$ cat src/rtl/nanorv32_ascii_trace.sv
// Registered RV32IM disassembler: ASCII mnemonic plus three register names.
// Define NANORV32_ASCII_ABI_NAMES_EN to print ABI register names instead of x<n>.
module nanorv32_ascii_trace #(
  parameter logic [7:0]  PAD_CHAR = 8'h20,
  parameter logic [47:0] UNK_MNEM = "???"
) (
  input  logic        clk,
  input  logic        rst,
  input  logic [31:0] instruction_r,
  input  logic [4:0]  reg_rd,
  input  logic [4:0]  reg_rs1,
  input  logic [4:0]  reg_rs2,
  output logic [47:0] ascii_chain,
  output logic [31:0] reg_to_ascii_rd,
  output logic [31:0] reg_to_ascii_rs1,
  output logic [31:0] reg_to_ascii_rs2
);

  localparam logic [47:0] PAD6 = {6{PAD_CHAR}};
  localparam logic [31:0] PAD4 = {4{PAD_CHAR}};
  localparam logic [31:0] UNK4 = "????";

  // Literals are right-aligned with NUL fill; move text to the top and pad.
  function automatic logic [47:0] just6(input logic [47:0] s);
    logic [47:0] r;
    r = s;
    for (int k = 0; k < 6; k++) begin
      if (r[47:40] == 8'h00) r = {r[39:0], PAD_CHAR};
    end
    return r;
  endfunction

  function automatic logic [31:0] just4(input logic [31:0] s);
    logic [31:0] r;
    r = s;
    for (int k = 0; k < 4; k++) begin
      if (r[31:24] == 8'h00) r = {r[23:0], PAD_CHAR};
    end
    return r;
  endfunction

  function automatic logic [31:0] reg_name(input logic [4:0] n);
    logic [31:0] s;
`ifdef NANORV32_ASCII_ABI_NAMES_EN
    case (n)
      5'd0:  s = "zero";
      5'd1:  s = "ra";
      5'd2:  s = "sp";
      5'd3:  s = "gp";
      5'd4:  s = "tp";
      5'd5:  s = "t0";
      5'd6:  s = "t1";
      5'd7:  s = "t2";
      5'd8:  s = "s0";
      5'd9:  s = "s1";
      5'd10: s = "a0";
      5'd11: s = "a1";
      5'd12: s = "a2";
      5'd13: s = "a3";
      5'd14: s = "a4";
      5'd15: s = "a5";
      5'd16: s = "a6";
      5'd17: s = "a7";
      5'd18: s = "s2";
      5'd19: s = "s3";
      5'd20: s = "s4";
      5'd21: s = "s5";
      5'd22: s = "s6";
      5'd23: s = "s7";
      5'd24: s = "s8";
      5'd25: s = "s9";
      5'd26: s = "s10";
      5'd27: s = "s11";
      5'd28: s = "t3";
      5'd29: s = "t4";
      5'd30: s = "t5";
      default: s = "t6";
    endcase
`else
    logic [4:0] tens;
    logic [4:0] ones;
    tens = n / 5'd10;
    ones = n % 5'd10;
    if (n < 5'd10)
      s = {16'h0000, "x", 8'h30 + {3'b000, ones}};
    else
      s = {8'h00, "x", 8'h30 + {3'b000, tens}, 8'h30 + {3'b000, ones}};
`endif
    return just4(s);
  endfunction

  function automatic logic [47:0] mnem(input logic [31:0] i);
    logic [6:0]  op;
    logic [2:0]  f3;
    logic [6:0]  f7;
    logic [47:0] m;
    op = i[6:0];
    f3 = i[14:12];
    f7 = i[31:25];
    m  = UNK_MNEM;
    case (op)
      7'b0110111: m = "lui";
      7'b0010111: m = "auipc";
      7'b1101111: m = "jal";
      7'b1100111: if (f3 == 3'd0) m = "jalr";
      7'b1100011:
        case (f3)
          3'd0: m = "beq";
          3'd1: m = "bne";
          3'd4: m = "blt";
          3'd5: m = "bge";
          3'd6: m = "bltu";
          3'd7: m = "bgeu";
          default: m = UNK_MNEM;
        endcase
      7'b0000011:
        case (f3)
          3'd0: m = "lb";
          3'd1: m = "lh";
          3'd2: m = "lw";
          3'd4: m = "lbu";
          3'd5: m = "lhu";
          default: m = UNK_MNEM;
        endcase
      7'b0100011:
        case (f3)
          3'd0: m = "sb";
          3'd1: m = "sh";
          3'd2: m = "sw";
          default: m = UNK_MNEM;
        endcase
      7'b0010011:
        case (f3)
          3'd0: m = "addi";
          3'd1: if (f7 == 7'b0000000) m = "slli";
          3'd2: m = "slti";
          3'd3: m = "sltiu";
          3'd4: m = "xori";
          3'd5:
            if (f7 == 7'b0000000) m = "srli";
            else if (f7 == 7'b0100000) m = "srai";
          3'd6: m = "ori";
          default: m = "andi";
        endcase
      7'b0110011:
        case (f7)
          7'b0000000:
            case (f3)
              3'd0: m = "add";
              3'd1: m = "sll";
              3'd2: m = "slt";
              3'd3: m = "sltu";
              3'd4: m = "xor";
              3'd5: m = "srl";
              3'd6: m = "or";
              default: m = "and";
            endcase
          7'b0100000:
            if (f3 == 3'd0) m = "sub";
            else if (f3 == 3'd5) m = "sra";
          7'b0000001:
            case (f3)
              3'd0: m = "mul";
              3'd1: m = "mulh";
              3'd2: m = "mulhsu";
              3'd3: m = "mulhu";
              3'd4: m = "div";
              3'd5: m = "divu";
              3'd6: m = "rem";
              default: m = "remu";
            endcase
          default: m = UNK_MNEM;
        endcase
      7'b0001111: m = "fence";
      7'b1110011:
        case (f3)
          3'd0:
            if (i == 32'h0000_0073) m = "ecall";
            else if (i == 32'h0010_0073) m = "ebreak";
          3'd1: m = "csrrw";
          3'd2: m = "csrrs";
          3'd3: m = "csrrc";
          3'd5: m = "csrrwi";
          3'd6: m = "csrrsi";
          3'd7: m = "csrrci";
          default: m = UNK_MNEM;
        endcase
      default: m = UNK_MNEM;
    endcase
    return just6(m);
  endfunction

  logic        in_x;
  logic [47:0] nxt_mnem;
  logic [31:0] nxt_rd;
  logic [31:0] nxt_rs1;
  logic [31:0] nxt_rs2;

  // Unknown-input detection only has meaning in a four-state simulator.
`ifdef SYNTHESIS
  assign in_x = 1'b0;
`else
  assign in_x = $isunknown({instruction_r, reg_rd, reg_rs1, reg_rs2});
`endif

  always_comb begin
    nxt_mnem = just6(UNK_MNEM);
    nxt_rd   = UNK4;
    nxt_rs1  = UNK4;
    nxt_rs2  = UNK4;
    if (!in_x) begin
      nxt_mnem = mnem(instruction_r);
      nxt_rd   = reg_name(reg_rd);
      nxt_rs1  = reg_name(reg_rs1);
      nxt_rs2  = reg_name(reg_rs2);
    end
  end

  always_ff @(posedge clk) begin
    if (rst) begin
      ascii_chain      <= PAD6;
      reg_to_ascii_rd  <= PAD4;
      reg_to_ascii_rs1 <= PAD4;
      reg_to_ascii_rs2 <= PAD4;
    end else begin
      ascii_chain      <= nxt_mnem;
      reg_to_ascii_rd  <= nxt_rd;
      reg_to_ascii_rs1 <= nxt_rs1;
      reg_to_ascii_rs2 <= nxt_rs2;
    end
  end

endmodule

$ cat config.mk
export PLATFORM = sky130hd
export DESIGN_NAME = nanorv32_ascii_trace
export DESIGN_NICKNAME = d
export VERILOG_FILES = /design/src/rtl/nanorv32_ascii_trace.sv
export SDC_FILE = /design/constraint.sdc
export NUM_CORES = 1
export LEC_CHECK = 0
export ABC_CLOCK_PERIOD_IN_PS = 2400
export CORE_ASPECT_RATIO = 1.2
export CORE_MARGIN = 3
export CORE_UTILIZATION = 43
export CTS_CLUSTER_DIAMETER = 60
export CTS_CLUSTER_SIZE = 8
export DETAILED_ROUTE_END_ITERATION = 16
export PLACE_DENSITY_LB_ADDON = 0.1
export SETUP_SLACK_MARGIN = 0.05
export SYNTH_ARGS = -nofsm -noshare
export SYNTH_HDL_FRONTEND = slang
export SYNTH_SLANG_ARGS = --single-unit
$ cat constraint.sdc
create_clock -name clk -period 2.4 [get_ports clk]
set_input_delay 0.48 -clock clk [delete_from_list [all_inputs] [get_ports clk]]
set_output_delay 0.48 -clock clk [all_outputs]
set_load 0.02 [all_outputs]
==> After elaboration in Yosys (flattened, before gate mapping) <==
Index checks and enable logic that the tools add are counted.
{ "word_totals": {"regBits": 144, "latch_bits": 0, "ramBits": 0, "mem_bits_ro": 0, "input_bits": 49, "out_inout_bits": 144, "elab_cells": 107, "memories": 0} }
{ "classes": {"add_sub_neg": 6, "multipliers": 0, "div": 6, "order_cmp": 3, "eq_ne": 22, "shifts": 0, "n_mux": 38, "bitwise": 0, "n_reduce_logical": 24} }
{ "op_table": {"columns": ["op", "n"], "rows": [
  ["case mux 48 bit (11 select lines)", 1],
  ["2-to-1 mux 32 bit", 12],
  ["case mux 48 bit (7 select lines)", 1],
  ["case mux 47 bit (7 select lines)", 1],
  ["2-to-1 mux 48 bit", 6],
  ["case mux 39 bit (7 select lines)", 1],
  ["case mux 31 bit (7 select lines)", 1],
  ["case mux 31 bit (6 select lines)", 1],
  ["case mux 48 bit (3 select lines)", 1],
  ["2-to-1 mux 31 bit", 4],
  ["zero test 8 bit", 15],
  ["2-to-1 mux 23 bit", 5],
  ["case mux 23 bit (5 select lines)", 1],
  ["2-to-1 mux 47 bit", 2],
  ["case mux 22 bit (3 select lines)", 1],
  ["adder 6 x 5 -> 7 bit (first input constant)", 6],
  ["== test 32 x 21 -> 1 bit (second input constant)", 1],
  ["== test 32 x 7 -> 1 bit (second input constant)", 1],
  ["== test 7 x 6 -> 1 bit (second input constant)", 4],
  ["== test 7 bit (second input constant)", 4],
  ["zero test 8 bit (first input constant)", 3],
  ["divider 5 x 4 -> 5 bit (second input constant)", 3],
  ["< comparator 5 x 4 -> 1 bit (second input constant)", 3],
  ["remainder unit 5 x 4 -> 5 bit (second input constant)", 3],
  ["other kinds (10)", 18]
]} }

==> Longest topological paths before layout <==
Gate-level depths: netlist (run 1).
{ "depth": {"ltp_word": 17, "ltp_mapped": 12, "ltp_nobuf": 10} }

==> Least setup slack after synthesis (run 1) <==
No wires, ideal clock.
{ "synth_path": {"path_kind": "input to register", "startpoint": "input instruction_r[31]", "endpoint": "register ascii_chain[33]", "setup_time_ns": 0.079, "t_arrival_ns": 2.505, "required_time_ns": 2.321, "path_slack_ns": -0.184, "path_stages": 9, "cell_sequence": "buf_2 nor2_1 nand2_2 o41ai_2 and4bb_4 and2_4 a21boi_2 mux2_4 a211oi_2"} }
{ "synth_via": {"elab_chain_len": 17, "elab_cells_between_ends": 26, "cone_classes": "eq/ne (4); mux (15); reduce/logical (7)"} }
{ "synth_lines": {"columns": ["item", "line", "source"], "rows": [
  ["start: declaration", "9", "input logic [31:0] instruction_r,"],
  ["== test 32 x 21 -> 1 bit", "179", "else if (i == 32'h0010_0073) m = \"ebreak\";"],
  ["2-to-1 mux 47 bit", "179", null],
  ["2-to-1 mux 47 bit", "178", "if (i == 32'h0000_0073) m = \"ecall\";"],
  ["case mux 48 bit (7 select lines)", "176", "case (f3)"],
  ["case mux 48 bit (11 select lines) *", "101", "case (op)"],
  ["zero test 8 bit", "28", "if (r[47:40] == 8'h00) r = {r[39:0], PAD_CHAR};"],
  ["2-to-1 mux 48 bit *", "28", null],
  ["zero test 8 bit", "28", null],
  ["2-to-1 mux 48 bit *", "28", null],
  ["zero test 8 bit", "28", null],
  ["2-to-1 mux 48 bit *", "28", null],
  ["zero test 8 bit", "28", null],
  ["2-to-1 mux 48 bit *", "28", null],
  ["zero test 8 bit", "28", null],
  ["2-to-1 mux 48 bit *", "28", null],
  ["zero test 8 bit", "28", null],
  ["2-to-1 mux 48 bit *", "28", null],
  ["end signal: assignment", "226", "ascii_chain <= nxt_mnem;"],
  ["end: declaration", "13", "output logic [47:0] ascii_chain,"]
]} }
Mark *: on every way between the ends. The rest lies on a longest branch, timed or not.
A chain may end at the register's enable or synchronous reset.

==> Final worst setup path (run 1) <==
{ "layout_path": {"startpoint": "input instruction_r[2]", "endpoint": "register ascii_chain[36]"} }
The elaborated chain is that of the path after synthesis.

==> results of run 1 <==
[power by group through the flow]
stage / clock (mW) / sequential (mW) / combinational (mW)
2_1_floorplan: 0 / 1.69 / 0.580
3_5_place_dp: 0 / 1.60 / 1.24
3_3_place_gp: 0 / 1.60 / 1.21
6_report: 1.42 / 1.58 / 1.58
4_1_cts: 1.40 / 1.57 / 1.42
5_1_grt: 1.47 / 1.58 / 1.64
[Yosys cell counts (4+ instances only)]
| master | n |
|---|---|
| inv_1 | 24 |
| o211ai_1 | 10 |
| nand4_1 | 10 |
| mux2i_1 | 6 |
| a211o_1 | 4 |
| nand2_1 | 61 |
| and2_1 | 6 |
| a2111oi_0 | 9 |
| a211oi_2 | 6 |
| and4_1 | 5 |
| nor4_1 | 16 |
| o221ai_1 | 4 |
| a211oi_1 | 13 |
| and3b_1 | 5 |
| buf_2 | 20 |
| nand3_1 | 21 |
| ha_1 | 6 |
| nor2_1 | 57 |
| and3_1 | 5 |
| buf_1 | 4 |
| nand2b_1 | 16 |
| nor3b_1 | 7 |
| o211a_1 | 4 |
| or3_1 | 4 |
| o31ai_1 | 10 |
| o21a_1 | 5 |
| nor3_1 | 36 |
| dfxtp_1 | 89 |
| nand3b_1 | 9 |
| a21oi_1 | 47 |
| buf_4 | 62 |
| clkbuf_1 | 29 |
| a31oi_1 | 11 |
| a22oi_1 | 12 |
| o22ai_1 | 12 |
| nor2b_1 | 13 |
| or2_2 | 5 |
| o21ai_0 | 43 |
[flip-flops by register name, indices dropped and copies added, names as in the netlist]
register / flops
reg_to_ascii_rs1: 16
reg_to_ascii_rs2: 16
ascii_chain: 40
reg_to_ascii_rd: 17
[kinds of logic (layout without fill, tap and decap cells)]
family / count (synthesis) / in the layout
AO/OA/AOI/OAI: 241 / 241
XOR/XNOR: 5 / 5
adder cells (fa/ha/maj): 6 / 6
buffers and inverters: 145 / 560
flip-flops: 89 / 89
multiplexers: 8 / 8
other: 2 / 57
AND/OR/NAND/NOR: 313 / 313
[cell type report]
cell class	instances	area, um2
Multi-Input combinational cell	630	4943
Clock buffer	10	229.0
Fill cell	755	2231
Sequential cell	89	1782
Clock inverter	6	65.06
Timing Repair Buffer	518	4544
Inverter	26	105.1
Tap cell	171	214.0
[layer usage]
layer / routed length, um / up-vias / global-route usage / share of wire
li1: - / 3818 / - / -
met3: 3709 / 366 / 0.07857 / 0.098
met5: 0 / - / 0 / 0
met4: 4187 / 0 / 0.3031 / 0.11
met2: 18130 / 877 / 0.7033 / 0.48
met1: 11760 / 4269 / 0.4012 / 0.31
[path summary, 6_finish.rpt]
check                             from              endpoint  slack (ns)
worst max-delay path  instruction_r[2]       ascii_chain[36]       -0.62
worst min-delay path               rst  reg_to_ascii_rs1[18]        0.45
[repair_timing]
action                                  CTS  global route
hold buffers                              0             0
endpoints found under the setup margin   35            42
gates resized for setup                 287            80
pin swaps                                88            47
setup buffers                            77            19
cloned                                    3             0
==> results.ini, run 1 <==
[status]
status=finished, violations left
failed_checks=negative setup slack

[global_route]
antenna_found_initial=0
grt_pass1_wl_mm=50.26
grt_start_max_net_pins=34
overflow=0
track_usage=0.3995
grt_pass1_vias=9050

[logic_synthesis]
yosysTopAreaCell=dfxtp_1
async_flop_share=0
yosysWarningCount=0
synth_seq_area_share=0.2818
syn_area_um2=6322
synth-compound-area-share=0.2735
synth_area_per_cell_um2=7.815
synth_edf_count=0
synth_fa_ha_area_frac=0.01187
synth_top_family_by_area=simple AND/OR/NAND/NOR gates
yosys-mux-area-fraction=0.01366
synth_cells=809
synth_seq_cells=89
ys_types=101
synth-simple-area-share=0.2804
synth_area_leaders=dfxtp_1 28%, buf_4 7.4%, a21oi_1 3.7%, nand2_1 3.6%, o21ai_0 3.4%
synth_xor_area_frac=0.006927
synth_ff_type=dfxtp_1
synth_top_area_share=0.2818

[setup_path]
cpMaxStageDelayCell=nor3_1
worst_ep_arrival_time_ns=3.24
cp-start-kind=primary input
crit_family=simple AND/OR/NAND/NOR gates
cp-end-kind=flop
cp_cell_sequence=buf_2, buf_6, and4bb_4, buf_6, buf_4, nand2_2, buf_6, buf_6, nor2_1, buf_4, nor3_1, o221ai_4, nor2_1, o32ai_2
worst-path-stages=14
worst_path_most_repeated_cell=buf_6
crit_buf_inv=7
crit_type=primary input to flop
critical_path_required_ns=2.61
max_stage_delay_ns=0.95
path_max_fanout=6

[drt]
dr.first_iter.drc_count=1263
post_drt_via_cell_ratio=6.434
vias=9330
wl_per_cell_um=26.06
drc_errors=0
routed_wl_mm=37.79
dr.pass1.iters=6
ant_nets=0

[placed_design]
place_inst=1338
dp_hpwl_mm=23.35
portBuffers=145
place.gp.congestion=1.054
pre_cts_slack_ns=-1.225
dpl_cell_area_um2=9657

[sta]
fmax_mhz=330.6
finalWorstPathRequiredPeriod_ns=3.025
hold_viol=0
period_share=1.260
fin_ws_ns=-0.6248
setup_viol=20
maxSlewViolCount=0
fin_tns_setup_ns=-3.134
whs_ns=0.4515
slew_headroom=0.1833
worst_slew_pin_slew_ns=1.216
rsz0062_at_grt=true

[power]
power.density_nw_per_um2=385.3
power.leakage_nw=5.106
comb_power_share=0.346
vdd_ir_drop_max_mv=0.2905
power_mw=4.578
power_frac_seq=0.344
switching_share=0.3334
clock_power_share=0.310
p_switching_mw=1.527
p_int_mw=3.052

[floorplan]
io_pins=193
initial_core_util=0.4480
die_x_um=116.7
rows=47
fp.dieH_um=138.8
core_area_um2=14110
dieArea_um2=16200

[clocking]
root_buffer=clkbuf_16
h-tree-depth=3
clock-sinks=89
clk_pin_slew_ns=0.07
cts_tree=yes
numCtsBuffers=9
cts_buffer_depth=2

[job]
drv_cap=0

[layout]
layout_commonest_cell=buf_4
diodes=0
drive_gt1_frac=0.4636
area_growth_pct=87.95
utilization=0.8419
nNetsFinal=1329
mostFrequentLayoutCells=305 x buf_4, 111 x clkdlybuf4s50_1, 89 x dfxtp_1
final_cells=1450
final_cell_area_um2=11880

[worst_hold_path]
hold_depth=2
hp-class=primary input to flop

No activity file was read; power rests on OpenSTA's default activity.
==> run 2, diff against run 1 <==
TNS_END_PERCENT = 100   (was default)
==> results of run 2 <==
No change in the layout: final DEF, timing and power equal those of run 1.
